**src/rtl/mmio_uart_tx.sv**
```systemverilog
// mmio_uart_tx: memory-mapped 8N1 UART transmitter with a small byte FIFO.
// Writes on Wr_En push Wr_Data[7:0]. A 4-state FSM pops bytes and shifts
// them out LSB first on Tx, with CLKS_PER_BIT clocks per bit.
// Ports:
//   clk, reset   - rising-edge clock, asynchronous active-high reset
//   Wr_En        - write strobe; Wr_Data[7:0] is pushed if there is room
//   Wr_Data      - bus write data (upper bits ignored)
//   Clr_Ovf      - clears the sticky Overflow flag
//   Tx           - serial line, idle high
//   Tx_Busy      - frame in progress or bytes pending
//   Fifo_Full    - FIFO status flag
//   Fifo_Empty   - FIFO status flag
//   Overflow     - sticky dropped-write flag
//   Status       - {0.., count[4:0], Overflow, Fifo_Empty, Fifo_Full, Tx_Busy}
module mmio_uart_tx #(
  parameter int DATA_LENGTH  = 32,
  parameter int CLKS_PER_BIT = 16,
  parameter int FIFO_DEPTH   = 4
) (
  input  logic                   clk,
  input  logic                   reset,
  input  logic                   Wr_En,
  input  logic [DATA_LENGTH-1:0] Wr_Data,
  input  logic                   Clr_Ovf,
  output logic                   Tx,
  output logic                   Tx_Busy,
  output logic                   Fifo_Full,
  output logic                   Fifo_Empty,
  output logic                   Overflow,
  output logic [DATA_LENGTH-1:0] Status
);

  localparam int AW = (FIFO_DEPTH > 1) ? $clog2(FIFO_DEPTH) : 1;
  localparam int CW = $clog2(FIFO_DEPTH + 1);
  localparam int BW = (CLKS_PER_BIT > 1) ? $clog2(CLKS_PER_BIT) : 1;
  localparam logic [BW-1:0] BAUD_MAX = BW'(CLKS_PER_BIT - 1);
  localparam logic [CW-1:0] CNT_FULL = CW'(FIFO_DEPTH);

  typedef enum logic [1:0] {IDLE, START, DATA, STOP} state_t;

  state_t         state, state_n;
  logic [7:0]     mem [FIFO_DEPTH];
  logic [AW-1:0]  wr_ptr, rd_ptr;
  logic [CW-1:0]  count;
  logic [BW-1:0]  baud, baud_n;
  logic [2:0]     bit_idx, bit_n;
  logic [7:0]     shift, shift_n;
  logic           tx_q, tx_n;
  logic           ovf_q;
  logic           pop, push, drop;
  logic           unused_wr_hi;

  assign unused_wr_hi = ^Wr_Data[DATA_LENGTH-1:8];

  assign Fifo_Full  = (count == CNT_FULL);
  assign Fifo_Empty = (count == '0);
  assign Tx         = tx_q;
  assign Overflow   = ovf_q;
  assign Tx_Busy    = (state != IDLE) | ~Fifo_Empty;
  assign Status     = {{(DATA_LENGTH-9){1'b0}}, 5'(count), ovf_q, Fifo_Empty, Fifo_Full, Tx_Busy};

  // A pop frees a slot on the same edge, so a write to a full FIFO is only
  // dropped when the FSM is not popping.
  assign pop  = (state == IDLE) && !Fifo_Empty;
  assign push = Wr_En && (!Fifo_Full || pop);
  assign drop = Wr_En && Fifo_Full && !pop;

  // Storage has no reset; validity is tracked by count/pointers.
  always_ff @(posedge clk)
    if (push) mem[wr_ptr] <= Wr_Data[7:0];

  always_ff @(posedge clk or posedge reset) begin
    if (reset) begin
      wr_ptr <= '0;
      rd_ptr <= '0;
      count  <= '0;
      ovf_q  <= 1'b0;
    end else begin
      if (push) wr_ptr <= wr_ptr + AW'(1);
      if (pop)  rd_ptr <= rd_ptr + AW'(1);
      case ({push, pop})
        2'b10:   count <= count + CW'(1);
        2'b01:   count <= count - CW'(1);
        default: count <= count;
      endcase
      if (drop)         ovf_q <= 1'b1;
      else if (Clr_Ovf) ovf_q <= 1'b0;
    end
  end

  always_ff @(posedge clk or posedge reset) begin
    if (reset) begin
      state   <= IDLE;
      baud    <= '0;
      bit_idx <= '0;
      shift   <= '0;
      tx_q    <= 1'b1;
    end else begin
      state   <= state_n;
      baud    <= baud_n;
      bit_idx <= bit_n;
      shift   <= shift_n;
      tx_q    <= tx_n;
    end
  end

  // Tx is registered: each branch loads the level for the next bit period.
  always_comb begin
    state_n = state;
    baud_n  = baud;
    bit_n   = bit_idx;
    shift_n = shift;
    tx_n    = tx_q;
    case (state)
      IDLE: if (pop) begin
        shift_n = mem[rd_ptr];
        baud_n  = '0;
        bit_n   = '0;
        tx_n    = 1'b0;
        state_n = START;
      end
      START: if (baud == BAUD_MAX) begin
        baud_n  = '0;
        tx_n    = shift[0];
        state_n = DATA;
      end else baud_n = baud + BW'(1);
      DATA: if (baud == BAUD_MAX) begin
        baud_n = '0;
        if (bit_idx == 3'd7) begin
          tx_n    = 1'b1;
          state_n = STOP;
        end else begin
          bit_n   = bit_idx + 3'd1;
          shift_n = {1'b0, shift[7:1]};
          tx_n    = shift[1];
        end
      end else baud_n = baud + BW'(1);
      STOP: if (baud == BAUD_MAX) begin
        baud_n  = '0;
        state_n = IDLE;
      end else baud_n = baud + BW'(1);
      default: state_n = IDLE;
    endcase
  end

endmodule

```
**config.mk**
```make
export PLATFORM = sky130hd
export DESIGN_NAME = mmio_uart_tx
export DESIGN_NICKNAME = d
export VERILOG_FILES = /design/src/rtl/mmio_uart_tx.sv
export SDC_FILE = /design/constraint.sdc
export NUM_CORES = 1
export LEC_CHECK = 0
export ABC_AREA = 1
export CORE_MARGIN = 1
export CORE_UTILIZATION = 45
export CTS_CLUSTER_SIZE = 16
export DETAILED_ROUTE_END_ITERATION = 8
export GPL_ROUTABILITY_DRIVEN = 0
export PLACE_DENSITY = 0.84
export SLEW_MARGIN = 20
export SYNTH_ARGS = -nofsm -noshare
export SYNTH_HDL_FRONTEND = slang
export SYNTH_SLANG_ARGS = --single-unit
```
**constraint.sdc**
```tcl
create_clock -name clk -period 2.3 [get_ports clk]
set_clock_uncertainty 0.15 [all_clocks]
set_input_delay 0.46 -clock clk [delete_from_list [all_inputs] [get_ports clk]]
set_output_delay 0.46 -clock clk [all_outputs]
set_load 0.05 [all_outputs]
```
==> results_dict.tcl, run 1 <==
set metrics [dict create \
    finalMaxSlewViolations 0 \
    crit_fanout 4 \
    ys_warn_count 0 \
    htreeDepth 3 \
    grtUsageMet1 0.177 \
    synth_area_um2 2970 \
    port_buffers 23 \
    switching_share 0.445 \
    via_per_inst 4.94 \
    hold_viol 0 \
    cp_cell_sequence "clkdlybuf4s50_1" \
    synth.yosys.seq_area_share 0.543 \
    power_frac_seq 0.343 \
    busiest_layer "met2" \
    grt.overflow.total 0 \
    grtUsageTotal 0.164 \
    layout_worst_path_cycle_share 0.952 \
    postRouteAntennaNets 0 \
    yosys-top-cells-area "edfxtp_1 (32%), dfrtp_1 (21%), nand2_1 (11%), buf_4 (7.8%), ha_1 (4.6%)" \
    drt_first_pass_iters 4 \
    synth_top_cell_by_area "edfxtp_1" \
    drv_cap 0 \
    wl_per_cell_um 12.4 \
    crit_buf_inv 1 \
    reg2regPathDepth 7 \
    ctsHoldBuffers 0 \
    grt_pass1_wl_um 8910 \
    coreArea_um2 6350 \
    total_power_uw 4980 \
    tritoncts "done" \
    seqCellArea_um2 1610 \
    io_pins 73 \
    slowest_stage "clkdlybuf4s50_1" \
    critPathKind "register to primary output" \
    crit_required_ns 1.69 \
    setup_viol 0 \
    num_antenna_cells 0 \
    finalCriticalPeriod_ns 2.19 \
    clock_latency_ns 0.33 \
    multiInputGateArea_um2 1080 \
    first_global_vias 2031 \
    clock.fmax_mhz 457 \
    crit_family "buffers and inverters" \
    tns_ns 0 \
    final_cell_mix "nand2_1 (85), edfxtp_1 (32), inv_1 (26)" \
    critPathMaxStageDelay_ns 0.83 \
    p_sw_uw 2210 \
    power_frac_comb 0.483 \
    rsz0062_at_grt "no" \
    synth-seq-cells 58 \
    syn2layout_area_growth_pct 14.4 \
    max-slew-margin-rel 0.586 \
    root_buffer "clkbuf_8" \
    ys_types 31 \
    path_clk_slew_ns 0.06 \
    layout_commonest_cell "nand2_1" \
    start_util 0.468 \
    met2_usage 0.297 \
    path_depth 1 \
    syn_inst 302 \
    cts-buffers-inserted 9 \
    synth_top_area_frac 0.324 \
    finalNetCount 379 \
    drt-total-wl_um 5130 \
    place_hpwl_um 3610 \
    p_clk_frac 0.173 \
    fp.dieW_um 83.2 \
    crit_start "count[1]" \
    hold_path.class "input pin to async pin" \
    grt_antenna_before_repair 0 \
    grtUsageMet3 0.0328 \
    die_height_um 83.2 \
    die_area_um2 6930 \
    clock-sinks 58 \
    start_kind "register" \
    p_leak_uw 0.00159 \
    internal_power_uw 2760 \
    rr_endpoint "mem[2][4]" \
    fillerInstances 522 \
    crit_arrival_ns 1.58 \
    drt-initial-drc-count 81 \
    powerDensity_nw_per_um2 1460 \
    route.vias.total 2042 \
    avgSynthCellArea_um2 9.84 \
    drc 0 \
    clock_path_buffers 2 \
    crit_end "Status[5]" \
    worstMarginPinSlew_ns 0.621 \
    reg2reg_from "state[1]" \
    r2r_slack_ns 0.36 \
    cp-end-kind "primary output" \
    drive_gt1_frac 0.152 \
    grt_max_degree 27 \
    status "complete, no violations" \
    rows 29 \
    peakVddDrop_v 0.000643 \
]
==> sequential cells by signal, summed over array words and instances, names as in the netlist <==
register	cells
state	2
baud	4
shift	8
mem	32
bit_idx	3
Overflow	1
rd_ptr	2
wr_ptr	2
Tx	1
count	3
==> cell usage after synthesis, drive strengths merged <==
library cell   n
a22o           1
dfstp          1
fa             1
o22ai          1
edfxtp        32
a21oi          3
a21boi         1
nor2          16
conb           1
o21ai         17
nand3         27
dfrtp         25
inv           29
xor2           3
nand2         92
xnor2          1
o211ai         4
buf           36
ha            11
==> cell families (layout without fill, tap and decap cells) <==
family,Yosys count,in the layout,synth area share
adder cells (fa/ha/maj),12,12,0.0531
buffers and inverters,65,75,0.128
XOR/XNOR,4,4,0.0118
flip-flops,58,58,0.543
AND/OR/NAND/NOR,135,135,0.207
AO/OA/AOI/OAI,27,27,0.0564
other,1,25,0.00126
==> routing by layer <==
metal / up-vias / wire length (um)
li1: 980 / -
met1: 983 / 2060
met2: 66 / 2710
met3: 13 / 228
met4: 0 / 134
met5: - / 0
==> cell type report <==
| type | instances | share of cell area |
|---|---|---|
| clock buffers | 9 | 0.0365 |
| flip-flops and latches | 58 | 0.475 |
| repair buffers | 30 | 0.0935 |
| inverters | 29 | 0.0320 |
| multi-input cells | 203 | 0.317 |
| clock inverters | 7 | 0.0177 |
| well taps | 77 | 0.0284 |
==> per-stage QoR <==
stage / std cells / instance area (um^2) / hold slack [ns] / setup WS [ns] / utilization
3_5_place_dp: 397 / 3200 / 0.318 / 0.163 / 0.504
5_1_grt: 413 / 3400 / 0.357 / 0.0653 / 0.535
4_1_cts: 413 / 3390 / 0.325 / 0.0270 / 0.534
2_1_floorplan: 326 / 3060 / 0.299 / 0.0209 / -
3_3_place_gp: 397 / 3200 / 0.313 / 0.212 / 0.504
6_report: 413 / 3400 / 0.330 / 0.110 / 0.535
==> timing repair <==
action / CTS / global route
endpoints found under the setup margin: 2 / 3
resized for setup: 1 / 2
setup buffers: 0 / 0
gates cloned: 0 / 0
==> power groups by stage <==
stage                     sequential, uW  clock [uW]  combinational, uW
after floorplan                     1730           0               1820
after global placement              1700           0               2280
after detailed placement            1720           0               2380
after CTS                           1710         886               2420
after global routing                1750         923               2670
final                               1710         862               2410
==> worst min-delay path by stage <==
| stage | start | to | slack [ns] |
|---|---|---|---|
| after global routing | shift[1] | shift[1] | 0.36 |
| after detailed placement | shift[6] | shift[6] | 0.32 |
| after CTS | reset | baud[3] | 0.32 |
| after floorplan | shift[1] | shift[1] | 0.30 |
| final | reset | baud[3] | 0.33 |
| after global placement | shift[3] | shift[3] | 0.31 |
Power figures use the tool's default switching activity.
==> run 2: changes to the inputs <==
- CTS_CLUSTER_SIZE: 16 -> not set
- PLACE_DENSITY: 0.84 -> 0.74
==> run 2 against run 1 <==
Compared with the run above: hold slack got worse by 0.015 ns; routed wire length increased by 0.14%; first-iteration DRC count increased by 56%; combinational power about the same; non-clock buffer count increased by 1; final cell count increased by 0.24%; cell area increased by 1.5%; register-to-register slack about the same; count of clock-buffer cells in the layout unchanged; flip-flop and latch count unchanged; sequential share of layout area decreased by 0.71 points; power increased by 3.4%; largest power group unchanged.
==> results_dict.tcl, run 2 (synthesis gave the netlist of run 1 again) <==
set metrics [dict create \
    root_buffer "clkbuf_8" \
    status "complete, no violations" \
    largest_reg_flops 32 \
    cp-end-kind "primary output" \
    cts-buffers-inserted 9 \
    clock_path_buffers 2 \
    drt_first_pass_iters 5 \
    clock.fmax_mhz 450 \
    die_height_um 83.2 \
    p_sw_uw 2240 \
    worstMarginPinSlew_ns 0.500 \
    drt-total-wl_um 5140 \
    grt.overflow.total 0 \
    grtUsageTotal 0.166 \
    p_leak_uw 0.00161 \
    rsz0062_at_grt "no" \
    slowest_stage "clkdlybuf4s50_1" \
    reg2reg_from "state[1]" \
    critPathMaxStageDelay_ns 0.84 \
    utilization 0.543 \
    final_cell_mix "nand2_1 (85), edfxtp_1 (32), inv_1 (26)" \
    clock-sinks 58 \
    layout_commonest_cell "nand2_1" \
    switching_share 0.435 \
    drt-initial-drc-count 126 \
    hold_path.class "input pin to async pin" \
    finalMaxSlewViolations 0 \
    max-slew-margin-rel 0.666 \
    coreArea_um2 6350 \
    power_frac_comb 0.473 \
    fillerInstances 549 \
    tns_ns 0 \
    peakVddDrop_v 0.000974 \
    setup_viol 0 \
    die_area_um2 6930 \
    layout_worst_path_cycle_share 0.967 \
    met3_length_um 211 \
    first_global_vias 1946 \
    reg2regPathDepth 7 \
    path_depth 1 \
    postRouteAntennaNets 0 \
    drc 0 \
    p_clk_frac 0.205 \
    top_layer_used "met4" \
    drv_cap 0 \
    post-cts-setup-buffers 0 \
    seqCellArea_um2 1610 \
    hold_viol 0 \
    finalCriticalPeriod_ns 2.22 \
    crit_arrival_ns 1.61 \
    critPathKind "register to primary output" \
    via_per_inst 4.83 \
    start_util 0.468 \
    wl_met2_um 2650 \
    internal_power_uw 2910 \
    crit_start "count[0]" \
    crit_fanout 5 \
    power_frac_seq 0.321 \
    powerDensity_nw_per_um2 1490 \
    path_clk_slew_ns 0.07 \
    fp.dieW_um 83.2 \
    drive_gt1_frac 0.157 \
    htreeDepth 3 \
    multiInputGateArea_um2 1080 \
    clock_latency_ns 0.34 \
    finalNetCount 380 \
    crit_family "buffers and inverters" \
    rows 29 \
    route.vias.total 2001 \
    reg_top3 "mem x32, shift x8, baud x4" \
    crit_buf_inv 1 \
    io_pins 73 \
    num_antenna_cells 0 \
    grt_antenna_before_repair 0 \
    wl_per_cell_um 12.4 \
    grt_pass1_wl_um 8850 \
    cp_cell_sequence "clkdlybuf4s50_1" \
    syn2layout_area_growth_pct 16.1 \
    wl_met1_um 2150 \
    start_kind "register" \
    port_buffers 23 \
    crit_required_ns 1.69 \
    place_hpwl_um 3530 \
    grt_max_degree 27 \
    top_register "mem" \
    tritoncts "done" \
]
==> run 2: cell types whose count changed in the layout (fill, tap and decap cells not counted), sizes merged <==
cell / before / now
clkinv: 5 / 2
bufinv: 1 / 2
clkdlybuf4s50: 15 / 16
clkinvlp: 1 / 2
inv: 29 / 30
==> run 2: path summary, 6_finish.rpt <==
check	end	slack (ns)
max in group asynchronous	Tx	1.39
hold / removal	Overflow	0.31
hold reg to reg	Tx	0.33
min in group clk	Tx	0.33
setup reg to reg	mem[0][5]	0.37
setup / recovery	Status[4]	0.08
==> run 2: layout make-up <==
cell class                 count  area share
timing repair buffer          31      0.0950
multi-input combinational    203       0.313
clock buffer                   9      0.0359
inverter                      29      0.0316
tap                           77      0.0279
clock inverter                 7      0.0294
sequential                    58       0.468
==> run 2: worst register-to-register path, cell delays in order (launching register included) <==
cell and delay [ns]:
dfrtp_1 0.43, inv_1 0.10, ha_2 0.29, inv_1 0.10
nand2_1 0.10, nand2_2 0.12, nor2_1 0.14, buf_4 0.21
==> run 2: routing by layer <==
layer | vias to the layer above | global-route usage
met3 | 9 | 0.0358
met2 | 62 | 0.289
met5 | - | 0
met1 | 941 | 0.190
li1 | 989 | -
met4 | 0 | 0.0893
==> run 2: metrics by stage <==
stage | std cells | power, uW | hold slack, ns | setup slack (ns) | area, um^2
2_1_floorplan | 326 | 3550 | 0.299 | 0.0209 | 3060
3_3_place_gp | 398 | 4000 | 0.314 | 0.217 | 3210
3_5_place_dp | 398 | 4100 | 0.316 | 0.164 | 3210
4_1_cts | 414 | 5190 | 0.324 | 0.0123 | 3440
5_1_grt | 414 | 5520 | 0.369 | 0.0267 | 3450
6_report | 414 | 5150 | 0.315 | 0.0758 | 3450
==> run 2: power by group through the flow <==
stage          logic [uW]  clock network [uW]  registers, uW
5_1_grt              2710                1120           1700
4_1_cts              2450                1080           1660
6_report             2440                1060           1650
3_3_place_gp         2340                   0           1660
3_5_place_dp         2420                   0           1680
2_1_floorplan        1820                   0           1730
==> run 2: timing repair <==
action	4_1_cts	5_1_grt
hold buffers	0	0
setup endpoints to repair	2	3
resized for setup	1	2
